File: config.mk
export PLATFORM = sky130hd
export DESIGN_NAME = mult_arbiter
export DESIGN_NICKNAME = d
export VERILOG_FILES = /design/src/rtl/mult_arbiter.sv
export SDC_FILE = /design/constraint.sdc
export NUM_CORES = 1
export LEC_CHECK = 0
export BUFFER_PORTS_ARGS = -buffer_cell sky130_fd_sc_hd__buf_4
export CAP_MARGIN = 30
export CORE_UTILIZATION = 33
export DETAILED_ROUTE_END_ITERATION = 8
export PLACE_DENSITY_LB_ADDON = 0.25
export SKIP_CTS_REPAIR_TIMING = 1
export SYNTH_ARGS = -nofsm -noshare
export SYNTH_HDL_FRONTEND = slang
export SYNTH_SLANG_ARGS = --single-unit
File: constraint.sdc
create_clock -name clk -period 4.14 [get_ports clk]
set_clock_uncertainty 0.05 [all_clocks]
set_input_delay 0.828 -clock clk [delete_from_list [all_inputs] [get_ports clk]]
set_output_delay 0.828 -clock clk [all_outputs]
set_load 0.05 [all_outputs]
File: src/rtl/mult_arbiter.sv
// Round-robin arbiter that shares one pipelined multiplier among NREQ requesters.
// Registered operands feed the multiplier; a tag pipeline matched to the
// multiplier latency routes each product back to the requester that issued it.
module mult_arbiter #(
    parameter int unsigned NREQ     = 4,
    parameter int unsigned ID_W     = 2,
    parameter int unsigned SIZE_A   = 16,
    parameter int unsigned SIZE_B   = 8,
    parameter int unsigned MULT_LAT = 2,
    parameter int unsigned CNT_W    = 4
) (
    input  logic                       clk,
    input  logic                       rst,
    input  logic [NREQ-1:0]            req,
    input  logic [NREQ*SIZE_A-1:0]     a_in,
    input  logic [NREQ*SIZE_B-1:0]     b_in,
    output logic [NREQ-1:0]            gnt,
    output logic [SIZE_A-1:0]          mul_a,
    output logic [SIZE_B-1:0]          mul_b,
    input  logic [SIZE_A+SIZE_B-1:0]   mul_product,
    output logic [SIZE_A+SIZE_B-1:0]   res_data,
    output logic [NREQ-1:0]            res_vld,
    output logic [ID_W-1:0]            res_id,
    output logic [CNT_W-1:0]           inflight,
    output logic                       idle
);

    localparam int unsigned NSTG = MULT_LAT + 1;

    logic [ID_W-1:0]            ptr_q, ptr_d;
    logic [SIZE_A-1:0]          mul_a_q, mul_a_d;
    logic [SIZE_B-1:0]          mul_b_q, mul_b_d;
    logic [NSTG-1:0]            vld_q, vld_d;
    logic [NSTG-1:0][ID_W-1:0]  id_q, id_d;
    logic [CNT_W-1:0]           inflight_q, inflight_d;

    logic [NREQ-1:0]            gnt_c;
    logic [ID_W-1:0]            win_id;
    logic [ID_W-1:0]            idx;
    logic                       found;
    logic                       xfer;
    logic                       retire;
    logic [SIZE_A-1:0]          a_sel;
    logic [SIZE_B-1:0]          b_sel;

    // Round-robin search starting just after the last winner; depends on req and ptr only.
    always_comb begin
        gnt_c  = '0;
        win_id = '0;
        found  = 1'b0;
        idx    = '0;
        for (int unsigned k = 1; k <= NREQ; k++) begin
            idx = ID_W'((32'(ptr_q) + k) % NREQ);
            if (!found && req[idx]) begin
                found      = 1'b1;
                gnt_c[idx] = 1'b1;
                win_id     = idx;
            end
        end
        if (rst) begin
            gnt_c = '0;
        end
    end

    assign gnt    = gnt_c;
    assign xfer   = |gnt_c;
    assign retire = vld_q[NSTG-1];

    // Operand mux driven by the one-hot grant, zero when nothing is granted.
    always_comb begin
        a_sel = '0;
        b_sel = '0;
        for (int i = 0; i < int'(NREQ); i++) begin
            if (gnt_c[i]) begin
                a_sel = a_in[i*SIZE_A +: SIZE_A];
                b_sel = b_in[i*SIZE_B +: SIZE_B];
            end
        end
    end

    // Next-state: pointer, issue registers, tag shift and in-flight count.
    always_comb begin
        ptr_d   = xfer ? win_id : ptr_q;
        mul_a_d = a_sel;
        mul_b_d = b_sel;
        vld_d   = {vld_q[NSTG-2:0], xfer};
        id_d    = id_q;
        id_d[0] = xfer ? win_id : '0;
        for (int s = 1; s < int'(NSTG); s++) begin
            id_d[s] = id_q[s-1];
        end
        unique case ({xfer, retire})
            2'b10:   inflight_d = inflight_q + CNT_W'(1);
            2'b01:   inflight_d = inflight_q - CNT_W'(1);
            default: inflight_d = inflight_q;
        endcase
    end

    // State registers with synchronous reset; requester 0 gets first priority.
    always_ff @(posedge clk) begin
        if (rst) begin
            ptr_q      <= ID_W'(NREQ - 1);
            mul_a_q    <= '0;
            mul_b_q    <= '0;
            vld_q      <= '0;
            id_q       <= '0;
            inflight_q <= '0;
        end else begin
            ptr_q      <= ptr_d;
            mul_a_q    <= mul_a_d;
            mul_b_q    <= mul_b_d;
            vld_q      <= vld_d;
            id_q       <= id_d;
            inflight_q <= inflight_d;
        end
    end

    // Result routing; masked during reset so draining products are dropped.
    always_comb begin
        res_vld = '0;
        res_id  = '0;
        if (retire && !rst) begin
            res_id = id_q[NSTG-1];
            for (int i = 0; i < int'(NREQ); i++) begin
                res_vld[i] = (id_q[NSTG-1] == ID_W'(i));
            end
        end
    end

    assign mul_a    = mul_a_q;
    assign mul_b    = mul_b_q;
    assign res_data = mul_product;
    assign inflight = inflight_q;
    assign idle     = (rst || (inflight_q == '0)) && (req == '0);

endmodule

# Word-level counts from Yosys, hierarchy flattened
# Cells that the tools add are included.
# classes
n_addsub	6
mul	0
n_div	0
magnitude_cmp	8
n_eq_ne	5
shift	0
n_mux	39
bitwise	4
reduce_logical	20
# op_table
cell	count
2-to-1 mux 16 bit	4
2-to-1 mux 8 bit	4
2-to-1 mux 4 bit	6
less-than comparator 2 x 3 -> 1 bit, second input constant	4
bitwise OR 4 bit	3
2-to-1 mux 1 bit	11
2-to-1 mux 2 bit	5
logical AND 1 bit	9
binary-select mux 1 bit (select 2 bit)	4
demux 1 bit (select 2 bit)	4
greater-or-equal comparator 2 x 1 -> 1 bit, second input constant	4
zero test 4 bit	2
case mux 4 bit (2 select lines)	1
equality test 2 bit, second input constant	3
adder 2 x 1 -> 2 bit, second input constant	2
adder 2 bit, second input constant	2
adder 4 x 1 -> 4 bit, second input constant	1
equality test 2 x 1 -> 1 bit, second input constant	2
zero test 1 bit	4
OR reduction 4 bit	1
subtractor 4 x 1 -> 4 bit, second input constant	1
zero test 2 bit	1
nonzero test 2 bit	1
OR reduction 2 bit	1
other kinds (2)	2
# totals
reg_bits	39
latch_bits	0
mem_bits_rw	0
mem_bits_ro	0
output_inout_bits	63
mem_count	0

# Depth between registers and ports, before layout
# Gate-level depths: netlist (run 1).
# depth
ltp_word	18
depth_mapped	16

# Worst setup path after synthesis (run 1)
# OpenSTA, ideal clock, no wires.
# synth_path
kind	register -> register
startpoint	reg ptr_q[1]
endpoint	reg inflight_q[2], in the netlist inflight[2]
setup_ns	0.071
arrival_time_ns	4.108
setup_slack_ns	-0.088
stages_incl_launch_ff	16
n_path_buf	1
period_less_slack_ns	4.228
cell_sequence	dfxtp_1 clkbuf_1 inv_1 ha_1 mux4_2 nor4b_4 a22oi_2 a31oi_4 nor4_4 ha_1 xor2_1 ha_1 a21oi_1 xor2_1 or3_1 a21oi_1
# synth_via
elab_chain_cells	17
word_cells_on_any_way	54
classes_between	add/sub: 4; order compare: 8; eq/ne: 2; mux: 25; bitwise: 3; reduce/logical: 12
# synth_rtl
item	line	text
start: declaration	30	logic [ID_W-1:0] ptr_q, ptr_d;
start signal: assignment	102	ptr_q <= ID_W'(NREQ - 1);
start signal: assignment	109	ptr_q <= ptr_d;
parallel branches: the longest is 12 deep, another holds less-than comparator 2 x 3 -> 1 bit	-	
2-to-1 mux 4 bit *	54	if (!found && req[idx]) begin
2-to-1 mux 4 bit *	60	if (rst) begin
via gnt[2]	17	output logic [NREQ-1:0] gnt,
OR reduction 4 bit *	66	assign xfer = |gnt_c;
equality test 2 x 1 -> 1 bit or equality test 2 bit (tied branches)	92	unique case ({xfer, retire})
case mux 4 bit (2 select lines) or nonzero test 2 bit (tied branches)	-	
end signal: assignment	114	inflight_q <= inflight_d;
end: declaration	35	logic [CNT_W-1:0] inflight_q, inflight_d;
# Mark *: on every way through the listed nets, which the timed path passes. The select of a mux whose other input is x is not followed.
# A chain may end at the register's enable or synchronous reset.

# Worst setup path after layout (run 1)
# layout_path
startpoint	reg ptr_q[1]
endpoint	out gnt[0]
# layout_via
elab_chain_cells	14
word_cells_on_any_way	49
classes_between	add/sub: 4; order compare: 8; mux: 24; bitwise: 3; reduce/logical: 10
# layout_rtl
item	line
parallel branches: the longest is 12 deep, another holds less-than comparator 2 x 3 -> 1 bit	-
2-to-1 mux 4 bit *	54
2-to-1 mux 4 bit *	60
end: declaration	17
# Every way passes the cells marked *. The select of a mux whose other input is x is not followed.

==> results of run 1 <==
-- per-layer routing --
metal	vias up	share of wire	wire length (um)
met1	1154	0.41	3173
met3	20	0.073	563
met5	-	0	0
met4	0	0.018	142
li1	1222	-	-
met2	98	0.49	3799
-- where the power goes --
group | internal, W | leakage [nW] | total [W] | switching [W]
logic | 0.000672 | 1.35 | 0.00189 | 0.00121
registers | 0.000532 | 0.321 | 0.000591 | 0.0000592
clock network | 0.000118 | 0.0422 | 0.000249 | 0.000131
-- state kept, by name, indices dropped and copies added, names as in the netlist --
| register | flops |
|---|---|
| mul_a | 16 |
| mul_b | 8 |
| id_d | 4 |
| inflight | 4 |
| vld_q | 3 |
| id_q | 2 |
| ptr_q | 2 |
-- cell usage in the layout (no fill, tap or decap), types with 3 or more instances in the layout --
| master | count |
|---|---|
| xor2_1 | 3 |
| inv_1 | 30 |
| buf_4 | 145 |
| ha_1 | 11 |
| o221ai_2 | 19 |
| clkbuf_8 | 5 |
| and2_1 | 3 |
| mux2i_1 | 4 |
| buf_6 | 3 |
| o221ai_1 | 5 |
| nor2_1 | 10 |
| dfxtp_1 | 39 |
| mux4_2 | 3 |
| a32oi_1 | 24 |
| nand2_1 | 30 |
| a21oi_1 | 9 |
| nor2b_1 | 13 |
-- per-stage QoR --
| step | setup WS [ns] | area, um2 | hold slack, ns |
|---|---|---|---|
| after floorplan | 0.1085 | 2695 | 0.3638 |
| after global placement | 0.2233 | 3597 | 0.3702 |
| after detailed placement | 0.1842 | 3597 | 0.3785 |
| after CTS | 0.06683 | 3679 | 0.4031 |
| after global routing | 0.02841 | 3690 | 0.4107 |
| final | 0.1582 | 3690 | 0.3924 |
-- cell families (layout without fill, tap and decap cells) --
logic type	count (synthesis)	in the layout	synth area share
AO/OA/AOI/OAI	75	75	0.2856
buffers and inverters	74	186	0.1663
AND/OR/NAND/NOR	71	71	0.1477
flip-flops	39	39	0.2898
adder cells (fa/ha/maj)	11	11	0.05109
multiplexers	8	8	0.04970
XOR/XNOR	3	3	0.009756
-- area by class of cell --
| class | instances | area share |
|---|---|---|
| inverters | 30 | 0.03052 |
| flip-flops and latches | 39 | 0.2116 |
| clock inverters | 1 | 0.001356 |
| clock buffers | 7 | 0.02068 |
| repair buffers | 148 | 0.3042 |
| well taps | 102 | 0.03459 |
| multi-input cells | 168 | 0.3971 |
-- path summary, 6_finish.rpt --
| path | end | from | slack, ns | cells past startpoint |
|---|---|---|---|---|
| min reg2reg | id_q[5]$_SDFF_PP0_ | id_d[5]$_SDFF_PP0_ | 0.39 | 1 |
| min | id_q[5]$_SDFF_PP0_ | id_d[5]$_SDFF_PP0_ | 0.39 | 1 |
| max reg2reg | inflight[2]$_SDFFE_PP0P_ | ptr_q[1]$_SDFFE_PP1P_ | 0.35 | 14 |
| max | gnt[0] | ptr_q[1]$_SDFFE_PP1P_ | 0.16 | 8 |
==> summary.txt, run 1 <==
Final Hold Vio Count - 0
PD cells - 738.9 nW/um2
gr ovfl total - 0
Global Route met2 Usage - 0.3191
Startpoint Class - flip-flop
max_slew headroom - 0.3552
peak supply drop - 0.3042 mV
post-route insts no fill - 495
Vias - 2494
pin count of the biggest net entering global routing - 26
Clk Latency, worst-skew pair - 0.28 ns
final period utilization - 0.9618
maximum clock rate - 251.1 MHz
Setup TNS Final - 0 ns
H-tree Lvls - 2
global-route wire length before repair - 11.99 mm
pins over their slew limit - 0
Static Leak - 1.710 nW
critical-path cell list - inv_1 -> ha_1 -> mux4_2 -> nor4b_4 -> a22oi_2 -> a31oi_4 -> buf_6 -> buf_4
total die area - 8529 um2
drc violations - 0
area of the multi-input gates - 1465 um2
TritonCTS clock tree - done
port bufs - 140
layout cell share with drive strength beyond 1 - 0.4758
WP data arrival - 3.10 ns
I/O pin count - 189
grt peak-use layer - met2
synth cell count leaders - dfxtp_1, inv_1, nand2_1
Yosys reg bits - 39
diode count - 0
Final ANT Viol Nets - 0
clock sink count - 39
dpl hpwl - 5.584 mm
Die Ht - 92.35 um
initial core utilization - 0.3450
Max Buffers Root-to-Sink - 2
dpl cells - 487
number of flops mapped to enable cells by yosys - 0
Synth Net Count - 418
Filler Cell Count - 760
measured slew at the worst slew-check pin - 0.9672 ns
Yosys top cell area share - 0.2898
worst hold path type - reg2reg
Via density - 5.038
Top delay family on crit path - buffers and inverters
final critical-path required period - 3.982 ns
chip width - 92.35 um
synthesized area - 2694 um2
total power - 0.002726 W
Placement Rows - 32
grt met3 use - 0.04351
biggest area consumer among synthesized cells - dfxtp_1
Crit-path slowest cell - mux4_2
FF+latch area - 780.7 um2
DR WL/cell - 15.51 um
asr flop ratio synth - 0
vias in the first global route - 2418
grt met1 use - 0.2051
outcome - completed
Synth cell types - 44
Cells after Synth - 281
element type at the critical path end - output port
CP peak stage delay - 0.60 ns
final setup violation count - 0
Iteration-0 DRC Markers - 90
CP Data Required Time - 3.26 ns
Worst-path clk slew - 0.08 ns
sequential-to-total area share from yosys stat - 0.2898
Critical path buffers and inverters - 3
Area contributors post-synth - dfxtp_1, o221ai_2, a32oi_1
critical path class - reg2out
crit-path max FO - 25
Num CTS Buffers - 5
gpl congestion - 0.7750
synth warn - 0
MaxCap Viol Count - 0
total track usage - 0.1773
ys flop type - dfxtp_1
CORE AREA - 7807 um2
P&R area growth vs syn - 36.97%
most frequent cell after synthesis - dfxtp_1
drt first pass iters - 5
Final Core Density - 0.4726
initial antenna violation count - 0
final wirelength - 7.679 mm
nets - 529
root buf cell - clkbuf_8
RSZ-0062 raised after global routing - false
Syn Area/Cell - 9.587 um2
No activity file was read; power rests on OpenSTA's default activity.
==> inputs of run 2 (changes only) <==
ABC_AREA = 1   (was default)
BUFFER_PORTS_ARGS = default   (was -buffer_cell sky130_fd_sc_hd__buf_4)
DONT_BUFFER_PORTS = 1   (was default)
==> summary.txt, run 2 <==
outcome - completed
I/O pin count - 189 (unchanged)
critical path class - reg2out
Vias - 2646 (+6.1%)
WHS Endpoint - id_q[5]$_SDFF_PP0_
Clock power frac - 0.129 (+0.038)
gr ovfl total - 0 (unchanged)
diode count - 0 (unchanged)
final period utilization - 0.8500 (-0.1118)
final wirelength - 7.592 mm (-1.1%)
synth cell count leaders - nand2_1, nand3_1, inv_1
cell depth of the worst hold path - 2 (+1)
measured slew at the worst slew-check pin - 0.6136 ns (-0.3536 ns)
Seq pwr share - 0.341 (+0.124)
CP peak stage delay - 0.48 ns (-0.12 ns)
Largest register FFs - 16 (unchanged)
dpl hpwl - 5.588 mm (about the same)
Final Core Density - 0.3416 (-0.1310)
asr flop ratio synth - 0 (unchanged)
Critical path buffers and inverters - 4 (+1)
Critical Path Most Common Cell - nand3_1
Num CTS Buffers - 5 (unchanged)
sequential-to-total area share from yosys stat - 0.2656 (-0.02418)
synth warn - 0 (unchanged)
chip width - 96.38 um (+4.4%)
CP Data Required Time - 3.26 ns (about the same)
WP data arrival - 2.64 ns (-0.46 ns)
R2R setup slack - 0.72 ns (+0.37 ns)
initial antenna violation count - 0 (unchanged)
nets - 562 (+6.2%)
synthesized area - 2939 um2 (+9.1%)
most frequent cells in the layout - nand2_1, nand3_1, inv_1, dfxtp_1, nor2_1
maximum clock rate - 284.2 MHz (+13%)
Synth cell types - 36 (-18%)
CORE AREA - 8678 um2 (+11%)
Clk Latency, worst-skew pair - 0.29 ns (about the same)
MaxCap Viol Count - 0 (unchanged)
Comb pwr share - 0.530 (-0.162)
Setup TNS Final - 0 ns (unchanged)
element type at the critical path end - output port
gpl congestion - 0.9105 (+17%)
most frequent cell after synthesis - nand2_1
Via density - 4.955 (-1.7%)
layout cell share with drive strength beyond 1 - 0.1221 (-0.3538)
CP Depth - 11 (+3)
vias in the first global route - 2277 (-5.8%)
H-tree Lvls - 2 (unchanged)
peak supply drop - 0.3813 mV (+25%)
root buf cell - clkbuf_8
PD cells - 888.8 nW/um2 (+20%)
Worst R2R Path Depth - 19 (+5)
Crit-path slowest cell - dfxtp_1
Placement Rows - 34 (+6.3%)
biggest area consumer among synthesized cells - dfxtp_1
Startpoint Class - flip-flop
Switching Share - 0.5610 (+0.04603)
Sw Pwr - 0.001478 W (+5.3%)
RR Startpoint - ptr_q[1]$_SDFFE_PP1P_
ys flop type - dfxtp_1
Max Buffers Root-to-Sink - 2 (unchanged)
Final Hold Vio Count - 0 (unchanged)
RSZ-0062 raised after global routing - false
initial core utilization - 0.3387 (-0.006364)
total die area - 9288 um2 (+8.9%)
drt first pass iters - 4 (-1)
Iteration-0 DRC Markers - 123 (+37%)
global-route wire length before repair - 10.92 mm (-8.9%)
clock sink count - 39 (unchanged)
pins over their slew limit - 0 (unchanged)
Synth Net Count - 587 (+40%)
P&R area growth vs syn - 0.8513%
drc violations - 0 (unchanged)
Filler Cell Count - 976 (+28%)
most common cell after layout, fill and taps aside - nand2_1
hold slack - 0.3543 ns (-0.03810 ns)
start point of the worst hold path - id_d[5]$_SDFF_PP0_
Final ANT Viol Nets - 0 (unchanged)
number of flops mapped to enable cells by yosys - 0 (unchanged)
Static Leak - 1.492 nW (-13%)
crit-path max FO - 14 (-44%)
pre-CTS WS - 0.7647 ns (+0.5806 ns)
pin count of the biggest net entering global routing - 49 (+88%)
Yosys top cell area share - 0.2656 (-0.02418)
critical-path cell list - inv_1 -> ha_1 -> inv_1 -> nand3_1 -> nand2_2 -> nand2_1 -> inv_2 -> nand3_1 -> nand3_1 -> nand2_2 -> inv_2
port bufs - 0 (-100%)
final setup violation count - 0 (unchanged)
DR WL/cell - 14.22 um (-8.4%)
Syn Area/Cell - 6.531 um2 (-32%)
worst hold path type - reg2reg
total track usage - 0.1533 (-0.02400)
Worst R2R End - inflight[2]$_SDFFE_PP0P_
Top delay family on crit path - buffers and inverters
Cells after Synth - 450 (+60%)
Die Ht - 96.38 um (+4.4%)
TritonCTS clock tree - done
Area contributors post-synth - dfxtp_1, nand3_1, nand2_1
Yosys reg bits - 39 (unchanged)
final critical-path required period - 3.519 ns (-0.4627 ns)
max_slew headroom - 0.5904 (+0.2352)
post-route setup slack - 0.6210 ns (+0.4627 ns)
Worst-path clk slew - 0.09 ns (about the same)
Internal - 0.001157 W (-13%)
-- run 2: cell types whose count changed in the layout (fill, tap and decap cells not counted), moves of 19 or more --
cell,change
buf_4,-132
nand3_1,+89
nand2_1,+71
nor2_1,+27
a32oi_1,-24
inv_1,+19
o221ai_2,-19
or2_0,+19
-- run 2: cell families (layout without fill, tap and decap cells) --
| group | after synthesis | after routing | synth area share |
|---|---|---|---|
| buffers and inverters | 101 | 77 | 0.1869 |
| AOI/OAI and AO/OA | 18 | 18 | 0.04044 |
| xor gates and xnor gates | 2 | 2 | 0.005961 |
| adders and majority gates | 11 | 11 | 0.04683 |
| and+or+nand+nor | 279 | 279 | 0.4542 |
| DFF | 39 | 39 | 0.2656 |
-- run 2: layout make-up --
| cell class | instances | area, um2 | area share |
|---|---|---|---|
| inverters | 56 | 217.7 | 0.07345 |
| clock inverters | 2 | 35.03 | 0.01182 |
| clock buffers | 6 | 82.58 | 0.02786 |
| multi-input cells | 310 | 1615 | 0.5450 |
| well taps | 108 | 135.1 | 0.04559 |
| repair buffers | 13 | 97.59 | 0.03293 |
| flip-flops and latches | 39 | 780.7 | 0.2634 |
-- run 2: power by group through the flow --
stage / clock network (W) / registers [W] / logic [W]
after global routing: 0.000369 / 0.000915 / 0.00160
after CTS: 0.000354 / 0.000898 / 0.00141
after floorplan: 0 / 0.000895 / 0.00128
after detailed placement: 0 / 0.000907 / 0.00141
after global placement: 0 / 0.000907 / 0.00140
final: 0.000340 / 0.000898 / 0.00140
-- run 2: tightest hold or removal path, cell delays in order, from the launching register on --
cell	delay (ns)
dfxtp_1	0.30
inv_1	0.04
nor2_1	0.03
-- run 2: worst max-delay path by stage --
stage | startpoint | end
6_report | ptr_q[1]$_SDFFE_PP1P_ | gnt[3]
5_1_grt | ptr_q[1]$_SDFFE_PP1P_ | gnt[3]
4_1_cts | ptr_q[1]$_SDFFE_PP1P_ | gnt[3]
3_5_place_dp | ptr_q[1]$_SDFFE_PP1P_ | inflight[2]$_SDFFE_PP0P_
3_3_place_gp | ptr_q[1]$_SDFFE_PP1P_ | inflight[2]$_SDFFE_PP0P_
2_1_floorplan | rst | idle
-- run 2: metrics by stage --
step                      cells  area (um2)  total power, W
after global routing        534        2964        0.002882
final                       534        2964        0.002635
after CTS                   534        2964        0.002665
after detailed placement    526        2846        0.002317
after global placement      526        2846        0.002308
after floorplan             450        2940        0.002170
-- run 2: routing by layer --
| metal | GRT usage | share of wire | routed length, um |
|---|---|---|---|
| met5 | 0 | 0 | 0 |
| met4 | 0.05760 | 0.017 | 131 |
| met2 | 0.2648 | 0.49 | 3757 |
| met1 | 0.1872 | 0.41 | 3128 |
| met3 | 0.03052 | 0.076 | 575 |
